[src/rtl/load_store_unit.sv]
`default_nettype none
// ============================================================================
// Module   : load_store_unit
// Purpose  : Handshaked memory-access sequencer between the core datapath and
//            the native memory bus. Generates byte strobes and lane-rotated
//            store data, sign/zero-extends loads, and splits accesses that
//            cross a bus-word boundary into two beats (or flags misaligned
//            accesses as errors when they are not allowed).
// Ports    : clk, reset          - clock, synchronous active-high reset
//            req_*               - core request (valid/ready, we, size,
//                                  unsigned, addr, wdata)
//            rsp_*               - one-cycle completion (valid, rdata, err)
//            mem_*               - memory bus (valid/ready, addr, wstrb,
//                                  wdata, rdata)
// Revision : 1.0 - initial release
// ============================================================================
module load_store_unit #(
  parameter int XLEN             = 32,
  parameter int ALLOW_MISALIGNED = 1
) (
  input  logic              clk,
  input  logic              reset,
  input  logic              req_valid,
  output logic              req_ready,
  input  logic              req_we,
  input  logic [1:0]        req_size,
  input  logic              req_unsigned,
  input  logic [31:0]       req_addr,
  input  logic [XLEN-1:0]   req_wdata,
  output logic              rsp_valid,
  output logic [XLEN-1:0]   rsp_rdata,
  output logic              rsp_err,
  output logic              mem_valid,
  input  logic              mem_ready,
  output logic [31:0]       mem_addr,
  output logic [XLEN/8-1:0] mem_wstrb,
  output logic [XLEN-1:0]   mem_wdata,
  input  logic [XLEN-1:0]   mem_rdata
);

  localparam int NB   = XLEN / 8;
  localparam int OFFW = $clog2(NB);

  typedef enum logic [1:0] {
    S_IDLE  = 2'd0,
    S_BEAT0 = 2'd1,
    S_BEAT1 = 2'd2,
    S_RESP  = 2'd3
  } state_t;

  state_t r_state;
  state_t w_next;

  logic [31:0]       r_addr;
  logic [1:0]        r_size;
  logic              r_we;
  logic              r_uns;
  logic              r_err;
  logic [XLEN-1:0]   r_wdata;
  logic [2*XLEN-1:0] r_buf;

  // --------------------------------------------------------------------------
  // Request decode (evaluated on the raw request while idle)
  // --------------------------------------------------------------------------
  logic w_req_mis;
  logic w_req_illegal;
  logic w_req_err;

  always_comb begin
    case (req_size)
      2'd0:    w_req_mis = 1'b0;
      2'd1:    w_req_mis = req_addr[0];
      2'd2:    w_req_mis = |req_addr[1:0];
      default: w_req_mis = |req_addr[2:0];
    endcase
    w_req_illegal = (req_size == 2'd3) && (XLEN == 32);
    w_req_err     = w_req_illegal || (w_req_mis && (ALLOW_MISALIGNED == 0));
  end

  // --------------------------------------------------------------------------
  // Datapath derived from the latched request
  // --------------------------------------------------------------------------
  logic [OFFW-1:0]   w_off;
  logic [OFFW+2:0]   w_shamt;
  logic [3:0]        w_bytes;
  logic [4:0]        w_end;
  logic              w_cross;
  logic [2*NB-1:0]   w_lenmask;
  logic [2*NB-1:0]   w_mask;
  logic [2*XLEN-1:0] w_dbl;
  logic [XLEN-1:0]   w_rot;
  logic [31:0]       w_base;
  logic [2*XLEN-1:0] w_buf_sh;
  logic              w_fill;
  logic [XLEN-1:0]   w_ext;

  always_comb begin
    w_off   = r_addr[OFFW-1:0];
    w_shamt = {w_off, 3'b000};
    w_bytes = 4'd1 << r_size;
    w_end   = 5'(w_off) + 5'(w_bytes);
    w_cross = w_end > 5'(NB);

    // Byte-enable mask spanning two bus words; the upper half feeds beat 1.
    for (int i = 0; i < 2*NB; i++) begin
      w_lenmask[i] = (i < int'(w_bytes));
    end
    w_mask = w_lenmask << w_off;

    // Rotation keeps every byte of the store on the lane it lands in, so both
    // beats can drive the same data word.
    w_dbl  = {r_wdata, r_wdata} << w_shamt;
    w_rot  = w_dbl[2*XLEN-1:XLEN];
    w_base = {r_addr[31:OFFW], {OFFW{1'b0}}};

    // Load extraction: shift the two-beat buffer down, keep 'bytes' bytes,
    // then extend from the top kept bit.
    w_buf_sh = r_buf >> w_shamt;
    case (r_size)
      2'd0:    w_fill = ~r_uns & w_buf_sh[7];
      2'd1:    w_fill = ~r_uns & w_buf_sh[15];
      2'd2:    w_fill = ~r_uns & w_buf_sh[31];
      default: w_fill = ~r_uns & w_buf_sh[63];
    endcase
    for (int i = 0; i < XLEN; i++) begin
      w_ext[i] = (i < int'(w_bytes) * 8) ? w_buf_sh[i] : w_fill;
    end
  end

  // --------------------------------------------------------------------------
  // FSM: state register
  // --------------------------------------------------------------------------
  always_ff @(posedge clk) begin
    if (reset) begin
      r_state <= S_IDLE;
    end else begin
      r_state <= w_next;
    end
  end

  // --------------------------------------------------------------------------
  // FSM: next state and outputs
  // --------------------------------------------------------------------------
  always_comb begin
    w_next    = r_state;
    req_ready = 1'b0;
    rsp_valid = 1'b0;
    rsp_rdata = '0;
    rsp_err   = 1'b0;
    mem_valid = 1'b0;
    mem_addr  = '0;
    mem_wstrb = '0;
    mem_wdata = '0;

    case (r_state)
      S_IDLE: begin
        req_ready = 1'b1;
        if (req_valid) begin
          w_next = w_req_err ? S_RESP : S_BEAT0;
        end
      end
      S_BEAT0: begin
        mem_valid = 1'b1;
        mem_addr  = w_base;
        mem_wstrb = r_we ? w_mask[NB-1:0] : '0;
        mem_wdata = r_we ? w_rot : '0;
        if (mem_ready) begin
          w_next = w_cross ? S_BEAT1 : S_RESP;
        end
      end
      S_BEAT1: begin
        mem_valid = 1'b1;
        mem_addr  = w_base + 32'(NB);
        mem_wstrb = r_we ? w_mask[2*NB-1:NB] : '0;
        mem_wdata = r_we ? w_rot : '0;
        if (mem_ready) begin
          w_next = S_RESP;
        end
      end
      default: begin
        rsp_valid = 1'b1;
        rsp_err   = r_err;
        rsp_rdata = (r_we || r_err) ? '0 : w_ext;
        w_next    = S_IDLE;
      end
    endcase

    // Outputs are forced quiet for the whole reset interval, including the
    // first reset cycle when the state register has not yet returned to idle.
    if (reset) begin
      req_ready = 1'b0;
      rsp_valid = 1'b0;
      rsp_rdata = '0;
      rsp_err   = 1'b0;
      mem_valid = 1'b0;
      mem_addr  = '0;
      mem_wstrb = '0;
      mem_wdata = '0;
    end
  end

  // --------------------------------------------------------------------------
  // Request latch and read buffer
  // --------------------------------------------------------------------------
  always_ff @(posedge clk) begin
    if (reset) begin
      r_addr  <= '0;
      r_size  <= '0;
      r_we    <= 1'b0;
      r_uns   <= 1'b0;
      r_err   <= 1'b0;
      r_wdata <= '0;
      r_buf   <= '0;
    end else begin
      case (r_state)
        S_IDLE: begin
          if (req_valid) begin
            r_addr  <= req_addr;
            r_size  <= req_size;
            r_we    <= req_we;
            r_uns   <= req_unsigned;
            r_err   <= w_req_err;
            r_wdata <= req_wdata;
            r_buf   <= '0;
          end
        end
        S_BEAT0: begin
          if (mem_ready) begin
            r_buf[XLEN-1:0] <= mem_rdata;
          end
        end
        S_BEAT1: begin
          if (mem_ready) begin
            r_buf[2*XLEN-1:XLEN] <= mem_rdata;
          end
        end
        default: begin
        end
      endcase
    end
  end

endmodule
`default_nettype wire
[config.mk]
export PLATFORM = sky130hd
export DESIGN_NAME = load_store_unit
export DESIGN_NICKNAME = d
export VERILOG_FILES = /design/src/rtl/load_store_unit.sv
export SDC_FILE = /design/constraint.sdc
export NUM_CORES = 1
export LEC_CHECK = 0
export CORE_ASPECT_RATIO = 1.2
export CORE_MARGIN = 5
export CORE_UTILIZATION = 35
export DETAILED_ROUTE_END_ITERATION = 10
export PLACE_DENSITY = 0.69
export SLEW_MARGIN = 5
export SYNTH_ARGS = -nofsm -noshare
export SYNTH_HDL_FRONTEND = slang
export SYNTH_SLANG_ARGS = --single-unit
[constraint.sdc]
create_clock -name clk -period 2.2 [get_ports clk]
set_input_delay 0.33 -clock clk [delete_from_list [all_inputs] [get_ports clk]]
set_output_delay 0.33 -clock clk [all_outputs]
set_load 0.02 [all_outputs]
== Word level (Yosys, flattened, before mapping) ==
Index checks and enable logic that the tools add are counted.
Storage, ports and cells
  input bits: 104
  register bits: 135
  word-level logic and storage cells: 143
  output and inout bits: 104
Cells by class
  mux-type cells: 63
  shift operators: 4
  magnitude comparators: 41
  equality and inequality tests: 8
  reductions and logical operators: 11
  $add $sub $neg: 2
  bitwise gates (word level): 5
Operator list (number)
  $mux W32: 8
  $pmux W32 S2: 3
  $lt A5 B7 Y1 const A: 16
  $mux W64: 1
  $shl A64 B5 Y64: 1
  $shr A64 B5 Y64: 1
  $lt A4 B7 Y1 const A: 8
  $mux W1: 41
  $add A32 B3 Y32 const B: 1
  $lt A3 B7 Y1 const A: 4
  $lt A3 B4 Y1 const A: 4
  $lt A1 B7 Y1 const A: 2
  $lt A2 B7 Y1 const A: 2
  $mux W4: 3
  $reduce_and A3 Y1: 3
  $lt A1 B4 Y1 const A: 2
  $lt A2 B4 Y1 const A: 2
  $mux W2: 4
  $pmux W4 S2: 1
  $shl A8 B2 Y8: 1
  $eq A2 B2 Y1 const B: 3
  $ne A2 B2 Y1 const B: 3
  $pmux W2 S3: 1
  $add A2 B4 Y5: 1
  12 further kinds: 18

== Depth between registers and ports, before layout ==
  depth after elaboration: 7
  mapped depth: 10
  gate-level depth less buffers: 9

== Worst setup path before layout ==
No wires, ideal clock.
  kind: reg2out
  start: reg r_addr[2]
  end: out mem_addr[12]
  setup slack: -94 ps
  cell stages (with the launch flop): 7
  path buffers: 1
  data arrival time: 1964 ps
  data required time: 1870 ps
  path through: dfxtp_1 > ha_1 > nand3_1 > nor3_2 > buf_2 > a21oi_1 > a311oi_1
On the way
  cells in the longest elaborated chain, start to end: 3
Ends and longest elaborated chain
  from (decl): line 54  | logic [31:0] r_addr;
  from (signal assigned): line 218  | r_addr <= req_addr;
  $add A32 B3 Y32: line 173  | mem_addr = w_base + 32'(NB);
  $pmux W32 S2: line 155  | case (r_state)
  $mux W32: line 190  | if (reset) begin
  to (decl): line 35  | output logic [31:0] mem_addr,
Every way passes these cells.

== Worst setup path in the final report ==
  start: reg r_addr[2]
  end: out mem_addr[30]
Same word-level chain as after synthesis.

==> metrics.md <==
| Metric | Value |
|---|---|
| FF-to-FF End | r_state[0]$_SDFFE_PP0P_ |
| Failing checks | setup timing |
| Fin. Hold Viols | 0 |
| IO Pins | 208 |
| Antenna-violating nets left | 0 |
| CTS tree | done |
| Synth top area share | 32.8% |
| Vias | 8901 |
| Clock slew at reported path FFs | about 0.06 ns |
| Iteration-0 DRC count of the detailed router | 506 |
| Share of cells above drive strength 1 | 43.2% |
| Setup_tns | -13.47 ns |
| Post-synth EDFFs | 0 |
| Most frequent cells in the layout | 153 x nand2_1, 143 x buf_4, 125 x buf_6 |
| Dpl ws | -0.430 ns |
| Hpwl dp | roughly 19 mm |
| Ys async rst share | 0% |
| CP endpoint | mem_addr[30] |
| Commonest non-fill, non-tap cell in the layout | nand2_1 |
| Final wirelength | ~31 mm |
| Die Width | between 100 and 150 um |
| Hold buffer count at cts | 0 |
| Slack of the critical path | -0.352 ns |
| Vias in the first global route | 8786 |
| Power per cell area | 843 nW/um2 |
| Core footprint | 21800 um2 |
| Crit Path Class | reg -> out |
| Final setup fails | 93 |
| Post-synth top area cell | dfxtp_1 |
| I/O Buffers | 205 |
| Root Buffer | clkbuf_16 |
| Ratio of final minimum period to clock period | 116% |
| Row count | roughly 60 |
| Dominant synthesized flop cell | dfxtp_1 |
| Cells after synthesis | 972 |
| CP max FO | 4 |
| Worst path max stage delay | 0.41 ns |
| DR vias/cell | roughly 5.6 |
| P&R area growth vs syn | 74.7% |
| Max Buffers Root-to-Sink | 2 |
| Syn. warnings | 0 |
| Crit path time final | 2.55 ns |
| Crit path launch type | flop |
| Slew @ Worst Pin | 0.609 ns |
| Synthesized area per cell | around 8.0 um2 |
| Worst reg2reg path depth | 10 |
| Crit end category | output port |
| Worst path slowest cell | or3_4 |
| Cell area after synthesis | 7740 um2 |
| Die H | 173 um |
| Total GRT Usage | 22.4% |
| Worst setup startpoint | r_addr[2]$_SDFFE_PP0P_ |
| 1st-pass router iterations | 5 |
| Initial Util | between 30 and 40% |
| Drt drc | 0 |
| Status | complete, but fails checks |
| Die area | 25200 um2 |
| Multi-input combinational cell area | 5810 um2 |
| Worst vdd ir | 605 uV |
| Synth top area cells | dfxtp_1 33%, mux4_2 9.3%, nand2_1 7.8% |
| DR WL/cell | 19.7 um |
| Maximum clock frequency | 392 MHz |
| Placer congestion estimate | between 0.9 and 1 |
| Worst path cell trace | ha_4 > nand3_4 > buf_6 > buf_6 > nor2_4 > nand4_1 > or3_4 > nand3_2 > buf_6 |
| CTS H-tree depth | 4 |
| CTS Sinks | between 100 and 150 |
| Pins Over Slew Limit | 0 |
| First-pass GRT wire length | between 40 and 50 mm |
| Initial antenna violation count | 2 |
| Max cap viols | 0 |
| Pleak | 5.24 nW |
| FF-to-FF setup slack | 0.11 ns |
| Critical path arrival | 2.22 ns |
| Num CTS Buffers | 17 |
| Yosys reg bits | around 130 |
| Final Skew | 0.0105 ns |
| RSZ-0062 raised after global routing | true |
| Reg2reg start | r_state[1]$_SDFFE_PP0P_ |
| Post-synth cell types | 60 |
| Worst EP required | 1.87 ns |
| Pin count of the biggest net entering global routing | 75 |
| Relative slew slack | 59.4% |
| HP Class | in -> reg |
| Most frequent CP cell | buf_6 |
| Sequential Area | 2570 um2 |
| Register area share after synthesis | 32.8% |
| Final nets | 1421 |
| Clock Latency Late Sink | 0.42 ns |
| Filler Cells Inserted | 1754 |
| GR Overflow Total | 0 |
## how the worst min path moves through the flow
stage,start,to,slack (ns),depth (start not counted)
2_1_floorplan,mem_ready,r_state[0]$_SDFFE_PP0P_,0.43,1
3_3_place_gp,r_buf[41]$_SDFFE_PP0P_,r_buf[41]$_SDFFE_PP0P_,0.48,2
3_5_place_dp,r_uns$_SDFFE_PP0P_,r_uns$_SDFFE_PP0P_,0.48,2
4_1_cts,req_addr[20],r_addr[20]$_SDFFE_PP0P_,0.44,3
5_1_grt,req_wdata[22],r_wdata[22]$_SDFFE_PP0P_,0.45,3
6_report,req_addr[20],r_addr[20]$_SDFFE_PP0P_,0.45,3
## metal layers
metal	GRT usage, %	vias up	routed length [um]
met2	39.9	359	16600
met4	7.05	0	884
met1	27.0	4293	11700
met5	0	-	0
met3	4.84	68	2330
li1	-	4181	-
## worst max-delay path: cells and delay by family (launching register included)
family | cells | cell delay (ns)
flops | 1 | 0.37
buf+inv | 3 | 0.36
fa+ha+maj | 1 | 0.17
simple gates | 5 | 0.89
## cells by family after synthesis
family                   count (synthesis)  share of synthesized area, %
AO/OA/AOI/OAI                          277                          22.5
adder cells (fa/ha/maj)                  8                          1.29
other                                    1                        0.0484
buffers and inverters                  102                          5.88
AND/OR/NAND/NOR                        386                          23.0
XOR/XNOR                                 2                         0.226
flip-flops                             127                          32.8
multiplexers                            69                          14.3
## flip-flops by register name, indices dropped and copies added, names as in the netlist
name and flops:
r_addr 32, r_buf 56, r_err 1, r_size 2
r_state 2, r_uns 1, r_wdata 32, r_we 1
## layout make-up
type,count,share of cell area [%]
multi-input combinational,744,43.0
timing repair buffer,410,30.9
sequential,127,19.0
clock buffer,18,3.25
tap,274,2.53
clock inverter,11,0.879
inverter,9,0.379
antenna,2,0.0370
## synth_stat cells (6+ instances only)
master / number
o21ai_2: 10
clkbuf_1: 48
mux2_2: 9
buf_1: 11
o21ai_1: 16
mux4_2: 32
nor2b_1: 10
nand4_1: 10
dfxtp_1: 127
buf_2: 25
ha_1: 8
inv_1: 6
a31oi_1: 12
a22oi_1: 59
nor2_1: 110
and3_1: 40
a21oi_1: 104
nand3_1: 22
mux2i_1: 27
buf_4: 7
a211oi_1: 15
nand2_1: 160
o21ai_0: 36
## stage by stage
step           hold slack (ns)  util [%]  power, mW  instances  area, um2
5_1_grt                  0.454      62.1       12.0       1595      13500
2_1_floorplan            0.428         -       5.39        973       7790
3_3_place_gp             0.478      49.6       6.91       1485      10800
4_1_cts                  0.436      58.0       10.8       1574      12600
3_5_place_dp             0.480      49.6       6.98       1485      10800
6_report                 0.450      62.1       11.4       1595      13500
## report_power, final
part | switching (mW) | total, mW | internal [mW]
combinational | 3.00 | 5.63 | 2.63
clock | 1.08 | 2.75 | 1.67
sequential | 0.364 | 3.03 | 2.66
## timing repair
action	CTS	global route
resized for setup	700	211
endpoints found under the setup margin	102	97
gates cloned	10	1
pin swaps	38	60
setup buffers	50	33
Power figures use the tool's default switching activity.
